File: src/rtl/dst_result_collector_if.sv
// Bundle between the compressor harness and the result collector:
// 27 result columns and control in, signature and serial stream out.
interface dst_result_collector_if;
  logic dst0, dst1, dst2, dst3;
  logic dst4, dst5, dst6, dst7;
  logic dst8, dst9, dst10, dst11;
  logic dst12, dst13, dst14, dst15;
  logic dst16, dst17, dst18, dst19;
  logic dst20, dst21, dst22, dst23;
  logic dst24, dst25, dst26;
  logic misr_en;
  logic misr_clr;
  logic capture;
  logic [31:0] signature;
  logic sout;
  logic sout_valid;
  logic busy;
  logic done;
  logic drop;

  modport master (
    output dst0, dst1, dst2, dst3,
    output dst4, dst5, dst6, dst7,
    output dst8, dst9, dst10, dst11,
    output dst12, dst13, dst14, dst15,
    output dst16, dst17, dst18, dst19,
    output dst20, dst21, dst22, dst23,
    output dst24, dst25, dst26,
    output misr_en, misr_clr, capture,
    input  signature, sout, sout_valid,
    input  busy, done, drop
  );

  modport slave (
    input  dst0, dst1, dst2, dst3,
    input  dst4, dst5, dst6, dst7,
    input  dst8, dst9, dst10, dst11,
    input  dst12, dst13, dst14, dst15,
    input  dst16, dst17, dst18, dst19,
    input  dst20, dst21, dst22, dst23,
    input  dst24, dst25, dst26,
    input  misr_en, misr_clr, capture,
    output signature, sout, sout_valid,
    output busy, done, drop
  );
endinterface

File: src/rtl/dst_result_collector.sv
// Folds the compressor result columns into a MISR signature and
// serializes captured result words LSB first.
module dst_result_collector #(
  parameter logic [31:0] POLY = 32'h04C11DB7,
  parameter logic [31:0] SEED = 32'h00000000
) (
  input logic clk,
  input logic rst_n,
  dst_result_collector_if.slave bus
);
  localparam int WIDTH = 27;
  localparam int CW = $clog2(WIDTH);
  localparam logic [CW-1:0] LAST = CW'(WIDTH - 1);

  typedef enum logic {
    IDLE  = 1'b0,
    SHIFT = 1'b1
  } state_e;

  state_e           state_q, state_d;
  logic [WIDTH-1:0] r;
  logic [WIDTH-1:0] shreg_q, shreg_d;
  logic [CW-1:0]    cnt_q, cnt_d;
  logic [31:0]      sig_q, sig_d;
  logic             done_q, done_d;
  logic             drop_q, drop_d;

  assign r = {
    bus.dst26, bus.dst25, bus.dst24,
    bus.dst23, bus.dst22, bus.dst21,
    bus.dst20, bus.dst19, bus.dst18,
    bus.dst17, bus.dst16, bus.dst15,
    bus.dst14, bus.dst13, bus.dst12,
    bus.dst11, bus.dst10, bus.dst9,
    bus.dst8,  bus.dst7,  bus.dst6,
    bus.dst5,  bus.dst4,  bus.dst3,
    bus.dst2,  bus.dst1,  bus.dst0
  };

  // clr has priority over en, so both may be high together
  always_comb begin
    sig_d = sig_q;
    if (bus.misr_clr) begin
      sig_d = SEED;
    end else if (bus.misr_en) begin
      sig_d = {sig_q[30:0], 1'b0}
            ^ (sig_q[31] ? POLY : 32'h0)
            ^ {{(32-WIDTH){1'b0}}, r};
    end
  end

  always_comb begin
    state_d = state_q;
    shreg_d = shreg_q;
    cnt_d   = cnt_q;
    done_d  = 1'b0;
    drop_d  = drop_q;
    case (state_q)
      IDLE: begin
        if (bus.capture) begin
          shreg_d = r;
          cnt_d   = '0;
          state_d = SHIFT;
        end
      end
      SHIFT: begin
        if (bus.capture) begin
          drop_d = 1'b1;
        end
        // zero fill leaves shreg clear once the word is out
        shreg_d = {1'b0, shreg_q[WIDTH-1:1]};
        cnt_d   = cnt_q + 1'b1;
        if (cnt_q == LAST) begin
          state_d = IDLE;
          done_d  = 1'b1;
        end
      end
      default: state_d = IDLE;
    endcase
  end

  always_ff @(posedge clk or negedge rst_n) begin
    if (!rst_n) begin
      state_q <= IDLE;
      shreg_q <= '0;
      cnt_q   <= '0;
      sig_q   <= SEED;
      done_q  <= 1'b0;
      drop_q  <= 1'b0;
    end else begin
      state_q <= state_d;
      shreg_q <= shreg_d;
      cnt_q   <= cnt_d;
      sig_q   <= sig_d;
      done_q  <= done_d;
      drop_q  <= drop_d;
    end
  end

  assign bus.signature  = sig_q;
  assign bus.sout       = shreg_q[0];
  assign bus.sout_valid = (state_q == SHIFT);
  assign bus.busy       = (state_q == SHIFT);
  assign bus.done       = done_q;
  assign bus.drop       = drop_q;
endmodule
File: src/flat_wrapper.sv
// flat-port wrapper written by rule: the top's interface ports become plain ports
module dst_result_collector_flat 
#(
  parameter logic [31:0] POLY = 32'h04C11DB7,
  parameter logic [31:0] SEED = 32'h00000000
)
  (clk, rst_n, bus_dst0, bus_dst1, bus_dst2, bus_dst3, bus_dst4, bus_dst5, bus_dst6, bus_dst7, bus_dst8, bus_dst9, bus_dst10, bus_dst11, bus_dst12, bus_dst13, bus_dst14, bus_dst15, bus_dst16, bus_dst17, bus_dst18, bus_dst19, bus_dst20, bus_dst21, bus_dst22, bus_dst23, bus_dst24, bus_dst25, bus_dst26, bus_misr_en, bus_misr_clr, bus_capture, bus_signature, bus_sout, bus_sout_valid, bus_busy, bus_done, bus_drop);
  dst_result_collector_if bus_i ();
  input logic clk;
  input logic rst_n;
  input wire logic [$bits(bus_i.dst0)-1:0] bus_dst0;
  input wire logic [$bits(bus_i.dst1)-1:0] bus_dst1;
  input wire logic [$bits(bus_i.dst2)-1:0] bus_dst2;
  input wire logic [$bits(bus_i.dst3)-1:0] bus_dst3;
  input wire logic [$bits(bus_i.dst4)-1:0] bus_dst4;
  input wire logic [$bits(bus_i.dst5)-1:0] bus_dst5;
  input wire logic [$bits(bus_i.dst6)-1:0] bus_dst6;
  input wire logic [$bits(bus_i.dst7)-1:0] bus_dst7;
  input wire logic [$bits(bus_i.dst8)-1:0] bus_dst8;
  input wire logic [$bits(bus_i.dst9)-1:0] bus_dst9;
  input wire logic [$bits(bus_i.dst10)-1:0] bus_dst10;
  input wire logic [$bits(bus_i.dst11)-1:0] bus_dst11;
  input wire logic [$bits(bus_i.dst12)-1:0] bus_dst12;
  input wire logic [$bits(bus_i.dst13)-1:0] bus_dst13;
  input wire logic [$bits(bus_i.dst14)-1:0] bus_dst14;
  input wire logic [$bits(bus_i.dst15)-1:0] bus_dst15;
  input wire logic [$bits(bus_i.dst16)-1:0] bus_dst16;
  input wire logic [$bits(bus_i.dst17)-1:0] bus_dst17;
  input wire logic [$bits(bus_i.dst18)-1:0] bus_dst18;
  input wire logic [$bits(bus_i.dst19)-1:0] bus_dst19;
  input wire logic [$bits(bus_i.dst20)-1:0] bus_dst20;
  input wire logic [$bits(bus_i.dst21)-1:0] bus_dst21;
  input wire logic [$bits(bus_i.dst22)-1:0] bus_dst22;
  input wire logic [$bits(bus_i.dst23)-1:0] bus_dst23;
  input wire logic [$bits(bus_i.dst24)-1:0] bus_dst24;
  input wire logic [$bits(bus_i.dst25)-1:0] bus_dst25;
  input wire logic [$bits(bus_i.dst26)-1:0] bus_dst26;
  input wire logic [$bits(bus_i.misr_en)-1:0] bus_misr_en;
  input wire logic [$bits(bus_i.misr_clr)-1:0] bus_misr_clr;
  input wire logic [$bits(bus_i.capture)-1:0] bus_capture;
  output wire logic [$bits(bus_i.signature)-1:0] bus_signature;
  output wire logic [$bits(bus_i.sout)-1:0] bus_sout;
  output wire logic [$bits(bus_i.sout_valid)-1:0] bus_sout_valid;
  output wire logic [$bits(bus_i.busy)-1:0] bus_busy;
  output wire logic [$bits(bus_i.done)-1:0] bus_done;
  output wire logic [$bits(bus_i.drop)-1:0] bus_drop;
  assign bus_i.dst0 = bus_dst0;
  assign bus_i.dst1 = bus_dst1;
  assign bus_i.dst2 = bus_dst2;
  assign bus_i.dst3 = bus_dst3;
  assign bus_i.dst4 = bus_dst4;
  assign bus_i.dst5 = bus_dst5;
  assign bus_i.dst6 = bus_dst6;
  assign bus_i.dst7 = bus_dst7;
  assign bus_i.dst8 = bus_dst8;
  assign bus_i.dst9 = bus_dst9;
  assign bus_i.dst10 = bus_dst10;
  assign bus_i.dst11 = bus_dst11;
  assign bus_i.dst12 = bus_dst12;
  assign bus_i.dst13 = bus_dst13;
  assign bus_i.dst14 = bus_dst14;
  assign bus_i.dst15 = bus_dst15;
  assign bus_i.dst16 = bus_dst16;
  assign bus_i.dst17 = bus_dst17;
  assign bus_i.dst18 = bus_dst18;
  assign bus_i.dst19 = bus_dst19;
  assign bus_i.dst20 = bus_dst20;
  assign bus_i.dst21 = bus_dst21;
  assign bus_i.dst22 = bus_dst22;
  assign bus_i.dst23 = bus_dst23;
  assign bus_i.dst24 = bus_dst24;
  assign bus_i.dst25 = bus_dst25;
  assign bus_i.dst26 = bus_dst26;
  assign bus_i.misr_en = bus_misr_en;
  assign bus_i.misr_clr = bus_misr_clr;
  assign bus_i.capture = bus_capture;
  assign bus_signature = bus_i.signature;
  assign bus_sout = bus_i.sout;
  assign bus_sout_valid = bus_i.sout_valid;
  assign bus_busy = bus_i.busy;
  assign bus_done = bus_i.done;
  assign bus_drop = bus_i.drop;
  dst_result_collector #(.POLY(POLY), .SEED(SEED)) u_core (.clk(clk), .rst_n(rst_n), .bus(bus_i));
endmodule
File: config.mk
export PLATFORM = sky130hd
export DESIGN_NAME = dst_result_collector_flat
export DESIGN_NICKNAME = d
export VERILOG_FILES = /design/src/rtl/dst_result_collector_if.sv /design/src/rtl/dst_result_collector.sv /design/src/flat_wrapper.sv
export SDC_FILE = /design/constraint.sdc
export NUM_CORES = 1
export LEC_CHECK = 0
export CORE_UTILIZATION = 55
export DETAILED_ROUTE_END_ITERATION = 10
export GPL_ROUTABILITY_DRIVEN = 0
export PLACE_DENSITY_LB_ADDON = 0.12
export SLEW_MARGIN = 25
export SYNTH_ARGS = -nofsm -noshare
export SYNTH_HDL_FRONTEND = slang
export SYNTH_SLANG_ARGS = --single-unit
File: constraint.sdc
create_clock -name clk -period 3.1 [get_ports clk]
set_input_delay 0.62 -clock clk [delete_from_list [all_inputs] [get_ports clk]]
set_output_delay 0.62 -clock clk [all_outputs]
set_load 0.02 [all_outputs]
# Word-level counts from Yosys, hierarchy flattened
# Index checks and enable logic that the tools add are counted.
# word_totals
regBits,67
latch_bits,0
ramBits,0
mem_bits_ro,0
output_inout_bits,37
word_cells,26
n_memories,0
# op_classes
add_sub_neg,1
n_mul,0
div,0
n_lt_le_gt_ge,0
eq_ne,2
shift,0
muxes,12
n_bitwise,3
n_reduce_logical,2
# op_table
operator,n
two-way mux 32 bit,2
two-way mux 27 bit,2
one-hot mux 27 bit (2 select lines),1
bitwise XOR 32 x 27 -> 32 bit,1
bitwise XOR 32 bit,1
one-hot mux 5 bit (2 select lines),1
adder 5 x 1 -> 5 bit (second input constant),1
== test 5 bit (second input constant),1
two-way mux 5 bit,1
two-way mux 1 bit,4
!= test 2 bit (second input constant),1
one-hot mux 1 bit (2 select lines),1
AND reduction 2 bit,1
nonzero test 2 bit,1
inverter 1 bit,1

# Logic depth before layout (Yosys ltp)
# logic_depth
depth_word,5
depth_mapped,5
ltp_nobuf,5

# Least setup slack after synthesis
# Ideal clock, no wire load.
# synth_path
kind,input to register
startpoint,input bus_misr_en
endpoint,register u_core.sig_q[10] (netlist: u_core.bus.signature[10])
setup_time_ns,0.132
t_arrival_ns,1.233
required_ns,2.968
slack_ns,1.735
path_stages,5
path_cell_list,buf_6 > and3b_4 > buf_6 > mux2i_1 > o21ai_1
# synth_via
elab_chain_cells,1
# synth_lines
item,line,source
start: declaration,flat_wrapper.sv:38,input wire logic [$bits(bus_i.misr_en)-1:0] bus_misr_en;
nonzero test 2 bit (no line),n/a,
end signal: assignment,dst_result_collector.sv:94,sig_q <= sig_d;
end: declaration,dst_result_collector.sv:24,"logic [31:0] sig_q, sig_d;"
# Every way passes these cells.
# A chain may end at the register's enable or synchronous reset.

# Worst setup path after layout
# layout_path
startpoint,register u_core.sig_q[31] (netlist: u_core.bus.signature[31])
endpoint,output bus_signature[31]
# layout_lines
item,line,source
end: declaration,flat_wrapper.sv:41,output wire logic [$bits(bus_i.signature)-1:0] bus_signature;
# No word-level cell between the ends.

==> results.toml <==
[routing]
antenna_left = 0
firstDrtPassIters = 6
drc_errors = 0
avgViaCountPerCell = 5.354
drt-total-wl_mm = 6.633
vias = 2329
initialDrtViolationCount = 172
drt-wirelength-per-cell_um = 15.25

[timing]
setup_violations = 0
period_needed_ns = 2.145
hold_viol_final = 0
slew_headroom = 0.4068
post-route-period-util = 0.6919
rsz0062_at_grt = "false"
clock_skew_ns = 0.008707
fmax_mhz = 466.2
tns_ns = 0
worst_pin_slew_ns = 0.8898
final_max_slew_viol_count = 0

[critical_path]
path_depth = 1
path_class = "flop to output port"
crit_fanout = 6
critPathSlowestCell = "clkdlybuf4s50_1"
cp.arrival_ns = 1.52
crit_path_cell_trace = "clkdlybuf4s50_1"
cp-end-kind = "output port"
cp-start-kind = "flop"
crit_path_max_incr_delay_ns = 0.67
required_ns = 2.48
crit_buf_inv = 1
rr_worst_depth = 3
critPathTopFamily = "buffers and inverters"

[logic_synthesis]
yosys-mux-area-fraction = 0.1459
yosysSeqAreaShare = 0.5186
synth_top_area_frac = 0.5186
synthArstFlopShare = 1.000
yosys.area.top_type = "dfrtp_1"
avgSynthCellArea_um2 = 10.92
synth_xor_area_frac = 0.08320
synth-edff-count = 0
ys.warnings.count = 0
synthAdderAreaFrac = 0.007740
synthCells = 296
netlist_area_um2 = 3233
synth.net_count = 330
synthSimpleGateAreaFrac = 0.1014
synth_cell_types = 25
synth_flop_cell = "dfrtp_1"
yosysMostFrequentCell = "dfrtp_1"
synth_top_family_by_area = "multiplexers"
ys_ff_latch = 67
synthTopCellsByArea = "dfrtp_1 52%, mux2i_1 14%, xnor2_1 7.6%"
synth-compound-area-share = 0.1018
ys_top_cells_by_count = "67 x dfrtp_1, 46 x mux2i_1, 30 x o21ai_0"

[power_and_ir_drop]
vdd_drop_max_uv = 394.9
leakage_nw = 1.807
power_density_nw_per_um2 = 617.9

[clocking]
clock_path_buffers = 2
clk_latency_ns = 0.34
cts_buffers = 9
cts_hold_buf = 0
postCtsSetupBuffers = 0
cts-root-buf = "clkbuf_8"
post_cts_resized = 0
clkTransAtPathRegs_ns = 0.07
cts_htree_levels = 3
clock_sinks = 67
cts_tree = "done"

[die]
fp.dieH_um = 78.67
die_x_um = 78.67
initial_utilization = 0.5800
rows = 27
design.core.area_um2 = 5574
io-pin-count = 69
die_area_um2 = 6189

[final_layout]
layout-area-overhead-vs-synth_pct = 26.47
seq_area_um2 = 1678
final_nets = 392
num-fill-cells = 423
drive_above_1_share = 0.07163
multi_input_area_um2 = 1423
final_util = 0.7336
n_antenna_cell = 0

[hold_path]
worstHoldPathType = "primary input to asynchronous set/reset pin"

[global_routing]
grt-ovfl-total = 0
grt_start_max_net_pins = 55
track_usage = 0.2424
grt_pass1_vias = 2348
grt_pass1_wl_mm = 11.41
antenna_found_initial = 0

[placed_design]
numPortBuffers = 68
hpwlAfterDp_mm = 4.415

[status]
status = "finished clean"

[run]
drv_cap = 0
[placed cells by master (no fill, tap or decap)]
| cell | count |
|---|---|
| inv_1 | 1 |
| nand4_1 | 1 |
| nand3_1 | 2 |
| buf_2 | 3 |
| clkinv_2 | 1 |
| nor2b_1 | 1 |
| clkdlybuf4s50_1 | 65 |
| dfrtp_2 | 1 |
| o21ai_0 | 30 |
| a211oi_1 | 14 |
| nor3b_2 | 1 |
| dfrtp_1 | 66 |
| mux2i_1 | 46 |
| ha_1 | 2 |
| o21ai_1 | 10 |
| clkbuf_1 | 2 |
| buf_4 | 5 |
| a21o_1 | 2 |
| and3b_4 | 1 |
| clkbuf_8 | 13 |
| xnor2_1 | 28 |
| nand2_1 | 27 |
| xor3_1 | 1 |
| nand2b_1 | 13 |
| a22o_1 | 1 |
| nor3b_1 | 1 |
| mux2_2 | 1 |
| nor2_1 | 24 |
[flip-flops by register name, summed over array words and instances (netlist names)]
| signal | flops |
|---|---|
| u_core.bus.signature | 32 |
| u_core.shreg_q | 27 |
| u_core.cnt_q | 5 |
| u_core.bus.busy | 1 |
| u_core.bus.done | 1 |
| u_core.bus.drop | 1 |
[metal layers]
metal,GRT usage,routed length [um]
met1,0.3241,3089
met2,0.3843,3128
met3,0.04884,313
met4,0.1019,101
met5,0,0
[power by group]
| group | internal (W) | switching, W | total, W |
|---|---|---|---|
| registers | 0.00106 | 0.000139 | 0.00120 |
| logic | 0.000321 | 0.000314 | 0.000635 |
| clock network | 0.000378 | 0.000314 | 0.000692 |
[cell type report]
type | instances | area share
multi-input combinational | 206 | 0.3479
inverter | 1 | 0.0009180
clock inverter | 1 | 0.001224
sequential | 67 | 0.4103
timing repair buffer | 73 | 0.1720
clock buffer | 15 | 0.04559
tap | 72 | 0.02203
[logic make-up after synthesis]
logic type / after synthesis
DFF: 67
AOI/OAI and AO/OA: 57
xor gates and xnor gates: 29
buffers and inverters: 23
adders and majority gates: 2
muxes: 47
and+or+nand+nor: 71
[stage by stage]
| step | std cells | setup slack [ns] | power (W) | hold WS, ns | cell area [um^2] |
|---|---|---|---|---|---|
| after floorplan | 296 | 1.735 | 0.001620 | 0.3244 | 3233 |
| after global placement | 419 | 1.001 | 0.001828 | 0.4586 | 3897 |
| after detailed placement | 419 | 0.9195 | 0.001854 | 0.4545 | 3897 |
| after CTS | 435 | 0.9381 | 0.002552 | 0.2039 | 4089 |
| after global routing | 435 | 0.9172 | 0.002683 | 0.2222 | 4089 |
| final | 435 | 0.9551 | 0.002526 | 0.2071 | 4089 |
[worst paths after layout]
kind	start	endpoint	slack [ns]
max in group asynchronous	rst_n	u_core.shreg_q[22]	2.12
hold / removal	rst_n	u_core.bus.busy	0.21
setup / recovery	u_core.bus.signature[31]	bus_signature[31]	0.96
min in group clk	u_core.bus.drop	u_core.bus.drop	0.48
hold reg to reg	u_core.bus.drop	u_core.bus.drop	0.48
setup reg to reg	u_core.bus.signature[31]	u_core.bus.signature[2]	1.60
(Power assumes the default switching activity.)
